`src/rtl/quadrature_decoder_if.sv`:
```
// Bundles the quadrature pins, the count controls and the decoded position outputs.
// master drives the pins and controls; slave is the decoder.
interface quadrature_decoder_if #(
    parameter int N = 4
);
    logic         a_in;
    logic         b_in;
    logic         en;
    logic         clr;
    logic [N-1:0] count;
    logic         dir;
    logic         step;
    logic         err;

    modport master (output a_in, b_in, en, clr, input count, dir, step, err);
    modport slave  (input a_in, b_in, en, clr, output count, dir, step, err);
endinterface

```
`src/rtl/quadrature_decoder.sv`:
```
// Quadrature decoder: 2-flop sync, FILT-cycle glitch filter, gray-step decode into a wrapping counter.
// Latency: pin change first sampled at edge k shows on count/step/err after edge k+1+FILT; no backpressure.
module quadrature_decoder #(
    parameter int N    = 4,
    parameter int FILT = 2
) (
    input  logic                 clk,
    input  logic                 rst,
    quadrature_decoder_if.slave  qif
);
    localparam logic [4:0] FILT_W = 5'(FILT);

    logic [1:0]   sync1_q, sync1_d;
    logic [1:0]   sync2_q, sync2_d;
    logic [1:0]   prev_q,  prev_d;
    logic [1:0]   filt_q,  filt_d;
    logic [3:0]   stab_q,  stab_d;
    logic         first_q, first_d;
    logic [N-1:0] count_q, count_d;
    logic         dir_q,   dir_d;
    logic         step_q,  step_d;
    logic         err_q,   err_d;

    logic [4:0]   stab_n;
    logic         accept;
    logic         is_up;
    logic         is_dn;

    function automatic logic [1:0] up_next(input logic [1:0] s);
        case (s)
            2'b00:   up_next = 2'b01;
            2'b01:   up_next = 2'b11;
            2'b11:   up_next = 2'b10;
            default: up_next = 2'b00;
        endcase
    endfunction

    function automatic logic [1:0] dn_next(input logic [1:0] s);
        case (s)
            2'b00:   dn_next = 2'b10;
            2'b10:   dn_next = 2'b11;
            2'b11:   dn_next = 2'b01;
            default: dn_next = 2'b00;
        endcase
    endfunction

    always_comb begin
        sync1_d = {qif.a_in, qif.b_in};
        sync2_d = sync1_q;
        prev_d  = sync2_q;

        // Any change in the synchronized pair restarts the run length at one.
        stab_n  = (sync2_q != prev_q) ? 5'd1 : ({1'b0, stab_q} + 5'd1);
        accept  = (sync2_q != filt_q) && (stab_n >= FILT_W);
        stab_d  = (accept || (sync2_q == filt_q)) ? 4'd0 : stab_n[3:0];
        filt_d  = accept ? sync2_q : filt_q;
        first_d = first_q && !accept;

        is_up   = (sync2_q == up_next(filt_q));
        is_dn   = (sync2_q == dn_next(filt_q));

        count_d = count_q;
        dir_d   = dir_q;
        step_d  = 1'b0;
        err_d   = 1'b0;
        if (accept && !first_q && qif.en) begin
            if (is_up) begin
                count_d = count_q + N'(1);
                dir_d   = 1'b1;
                step_d  = 1'b1;
            end else if (is_dn) begin
                count_d = count_q - N'(1);
                dir_d   = 1'b0;
                step_d  = 1'b1;
            end else begin
                err_d   = 1'b1;
            end
        end
        if (qif.clr) begin
            count_d = '0;
        end
    end

    always_ff @(posedge clk) begin
        if (rst) begin
            sync1_q <= 2'b00;
            sync2_q <= 2'b00;
            prev_q  <= 2'b00;
            filt_q  <= 2'b00;
            stab_q  <= 4'd0;
            first_q <= 1'b1;
            count_q <= '0;
            dir_q   <= 1'b1;
            step_q  <= 1'b0;
            err_q   <= 1'b0;
        end else begin
            sync1_q <= sync1_d;
            sync2_q <= sync2_d;
            prev_q  <= prev_d;
            filt_q  <= filt_d;
            stab_q  <= stab_d;
            first_q <= first_d;
            count_q <= count_d;
            dir_q   <= dir_d;
            step_q  <= step_d;
            err_q   <= err_d;
        end
    end

    assign qif.count = count_q;
    assign qif.dir   = dir_q;
    assign qif.step  = step_q;
    assign qif.err   = err_q;
endmodule

```
`src/flat_wrapper.sv`:
```
// flat-port wrapper written by rule: the top's interface ports become plain ports
module quadrature_decoder_flat 
#(
    parameter int N    = 4,
    parameter int FILT = 2
)
  (clk, rst, qif_a_in, qif_b_in, qif_en, qif_clr, qif_count, qif_dir, qif_step, qif_err);
  quadrature_decoder_if #(.N(N)) qif_i ();
  input  logic clk;
  input  logic rst;
  input wire logic [$bits(qif_i.a_in)-1:0] qif_a_in;
  input wire logic [$bits(qif_i.b_in)-1:0] qif_b_in;
  input wire logic [$bits(qif_i.en)-1:0] qif_en;
  input wire logic [$bits(qif_i.clr)-1:0] qif_clr;
  output wire logic [$bits(qif_i.count)-1:0] qif_count;
  output wire logic [$bits(qif_i.dir)-1:0] qif_dir;
  output wire logic [$bits(qif_i.step)-1:0] qif_step;
  output wire logic [$bits(qif_i.err)-1:0] qif_err;
  assign qif_i.a_in = qif_a_in;
  assign qif_i.b_in = qif_b_in;
  assign qif_i.en = qif_en;
  assign qif_i.clr = qif_clr;
  assign qif_count = qif_i.count;
  assign qif_dir = qif_i.dir;
  assign qif_step = qif_i.step;
  assign qif_err = qif_i.err;
  quadrature_decoder #(.N(N), .FILT(FILT)) u_core (.clk(clk), .rst(rst), .qif(qif_i));
endmodule
```
`config.mk`:
```
export PLATFORM = sky130hd
export DESIGN_NAME = quadrature_decoder_flat
export DESIGN_NICKNAME = d
export VERILOG_FILES = /design/src/rtl/quadrature_decoder_if.sv /design/src/rtl/quadrature_decoder.sv /design/src/flat_wrapper.sv
export SDC_FILE = /design/constraint.sdc
export NUM_CORES = 1
export LEC_CHECK = 0
export ABC_AREA = 1
export BUFFER_PORTS_ARGS = -buffer_cell sky130_fd_sc_hd__buf_2
export CAP_MARGIN = 5
export CORE_MARGIN = 1.5
export CORE_UTILIZATION = 48
export CTS_CLUSTER_DIAMETER = 60
export CTS_CLUSTER_SIZE = 12
export DETAILED_ROUTE_END_ITERATION = 8
export PLACE_DENSITY = 0.7
export SYNTH_ARGS = -nofsm -noshare
export SYNTH_HDL_FRONTEND = slang
export SYNTH_SLANG_ARGS = --single-unit
```
`constraint.sdc`:
```
create_clock -name clk -period 4.45 [get_ports clk]
set_input_delay 0.2225 -clock clk [delete_from_list [all_inputs] [get_ports clk]]
set_output_delay 0.2225 -clock clk [all_outputs]
set_load 0.01 [all_outputs]
```
==> results.json <==
{
  "hold_path.startpoint": "qif_a_in",
  "die_w_um": 47.2,
  "r2r_slack_ps": 2730,
  "grt_max_degree": 12,
  "leakage_nw": 0.531,
  "grt_use_met1_pct": 22.2,
  "rsz0062_at_grt": "no",
  "gr-total-overflow": 0,
  "finalHoldViolations": 0,
  "nNetsFinal": 156,
  "cts_buffers": 3,
  "rows": 15,
  "core_area_sq_um": 1780,
  "diodes": 0,
  "layout.cells.non_filler": 170,
  "cts_tree": "yes",
  "ctsResizeCount": 0,
  "drv_cap": 0,
  "hold_path_depth": 3,
  "synth-edff-count": 0,
  "antenna_found_initial": 0,
  "setup_violations": 0,
  "cts_setup_buffers": 0,
  "fin_util_pct": 59.9,
  "start_util_pct": 52.6,
  "synthesis.area_sq_um": 937,
  "final_area_sq_um": 1070,
  "timing.rr.start": "u_core.prev_d[1]$_SDFF_PP0_",
  "max-vdd-ir-drop_mv": 0.154,
  "reg2regPathDepth": 11,
  "drive_above_1_share_pct": 22.1,
  "skew_ps": 2.94,
  "antenna_left": 0,
  "cts_root_buffer": "clkbuf_4",
  "period_share_pct": 38.6,
  "synthTopCellsByCount": "nand2_1, dfxtp_1, inv_1",
  "yosysMostFrequentCell": "nand2_1",
  "worstPathRequired_ps": 4690,
  "yosysTopAreaCellShare_pct": 42.7,
  "wl_per_cell_um": 8.45,
  "p_total_mw": 0.328,
  "path_cells": "inv_2, nand2_1, nand2_2, nand2_2, ha_1, and3_1, nor2_1, nand3_1, nand2_1, nand2_1, a21oi_1",
  "drt-initial-drc-count": 7,
  "dp_hpwl_um": 1190,
  "dpl-instance-area_sq_um": 1030,
  "startpoint_type": "register",
  "fmax_mhz": 582,
  "r2r-end": "u_core.qif.count[3]$_SDFFE_PP0P_",
  "io_pins": 13,
  "via_count": 767,
  "slowest_delay_ps": 350,
  "drcViolationCount": 0,
  "hp-class": "in2reg",
  "yosys_warnings": 0,
  "path_clk_slew_ps": 110,
  "synth-seq-area-share_pct": 42.7,
  "path_class": "reg2reg",
  "synthFlopType": "dfxtp_1",
  "cts_hold_buffers": 0,
  "area_growth_syn_to_layout_pct": 14.0,
  "status": "finished, final reports clean",
  "grt_use_met2_pct": 24.7,
  "cts.sinks": 20,
  "synth_cells": 128,
  "synth_cell_type_count": 22,
  "cp_max_fo": 5,
  "dieArea_sq_um": 2230,
  "fin_tns_setup_ps": 0,
  "cp_common_cell": "nand2_1",
  "grt_use_total_pct": 16.7,
  "via_per_inst": 4.51,
  "globalplace.congestion": 0.755,
  "totalWireLength_um": 1440,
  "placed_cells": 166,
  "crit_path_end_kind": "register",
  "use_met3_pct": 3.46,
  "drtPass1Iterations": 4,
  "h-tree-depth": 1,
  "grt_pass1_wl_um": 2500,
  "maxSlewViolCount": 0,
  "period_needed_ps": 1720,
  "synth_area_leaders": "dfxtp_1, nand2_1, inv_1, nor2_1, ha_1",
  "async_flop_share_pct": 0,
  "synth-seq-cells": 20,
  "die_h_um": 47.2,
  "insertion_delay_ps": 290,
  "crit_family": "simple AND/OR/NAND/NOR gates",
  "p_per_area_nw_per_um2": 307,
  "grt-busiest-layer": "met2",
  "slowest_stage": "dfxtp_1",
  "avgSynthCellArea_sq_um": 7.32,
  "yosys.area.top_type": "dfxtp_1",
  "clock_path_buffers": 2,
  "numPortBuffers": 12,
  "hold_end": "u_core.sync1_q[1]$_SDFF_PP0_",
  "critPathBufInv": 1,
  "crit_arrival_ps": 1960,
  "grt_pass1_vias": 640
}
## logic make-up after synthesis
group                    synth area share (%)
AO/OA/AOI/OAI                            3.60
AND/OR/NAND/NOR                          37.8
buffers and inverters                    8.41
XOR/XNOR                                0.935
other                                   0.400
flip-flops                               42.7
adder cells (fa/ha/maj)                  6.14
## area by class of cell
class	count	area (sq um)
Fill cell	171	714
Timing Repair Buffer	12	60.1
Tap cell	25	31.3
Multi-Input combinational cell	89	465
Clock buffer	4	36.3
Sequential cell	20	400
Inverter	20	75.1
## routing by layer
metal	share of wire (%)	up-vias	wire, um
li1	-	417	-
met1	48	330	693
met2	46	16	656
met4	2.1	0	30
met5	0	-	0
met3	3.8	4	55
## through the flow
stage | worst slack (ps) | hold WS (ps)
after floorplan | 2860 | 326
after global placement | 2790 | 397
after detailed placement | 2740 | 396
after CTS | 2720 | 106
after global routing | 2560 | 103
final | 2730 | 119
## cell usage in the layout (no fill, tap or decap), types with 3 or more instances in the layout
cell type  count
buf_2         12
ha_1           3
inv_1         16
inv_2          4
conb_1         3
nor2_4         3
a21oi_1        3
clkbuf_4       3
nand2_1       42
nor2_1        15
nand2_2        6
dfxtp_1       20
## worst max path at each step
stage                                        from                               end  cells past startpoint
floorplan             u_core.prev_d[1]$_SDFF_PP0_  u_core.qif.count[3]$_SDFFE_PP0P_                     11
global placement    u_core.filt_q[0]$_SDFFE_PP0P_  u_core.qif.count[3]$_SDFFE_PP0P_                     11
detailed placement    u_core.prev_d[1]$_SDFF_PP0_  u_core.qif.count[3]$_SDFFE_PP0P_                     11
CTS                   u_core.prev_d[1]$_SDFF_PP0_  u_core.qif.count[3]$_SDFFE_PP0P_                     11
global route          u_core.prev_d[1]$_SDFF_PP0_  u_core.qif.count[3]$_SDFFE_PP0P_                     11
finish                u_core.prev_d[1]$_SDFF_PP0_  u_core.qif.count[3]$_SDFFE_PP0P_                     11
## where the power goes
| part | switching [mW] | internal, mW |
|---|---|---|
| logic | 0.0239 | 0.0131 |
| registers | 0.00323 | 0.185 |
| clock network | 0.0528 | 0.0499 |
## state kept, by name (all words and copies together) (netlist names)
name and cells:
u_core.qif.err 1, u_core.qif.count 4, u_core.prev_d 2, u_core.qif.dir 1, u_core.qif.step 1, u_core.prev_q 2, u_core.sync1_q 2, u_core.stab_q 4
u_core.filt_q 2, u_core.first_q 1
## worst min-delay path, delay by kind of cell
kind,cells,cell delay (ps)
buffers and inverters,2,130
and+or+nand+nor,1,30
No activity file was read; power rests on OpenSTA's default activity.
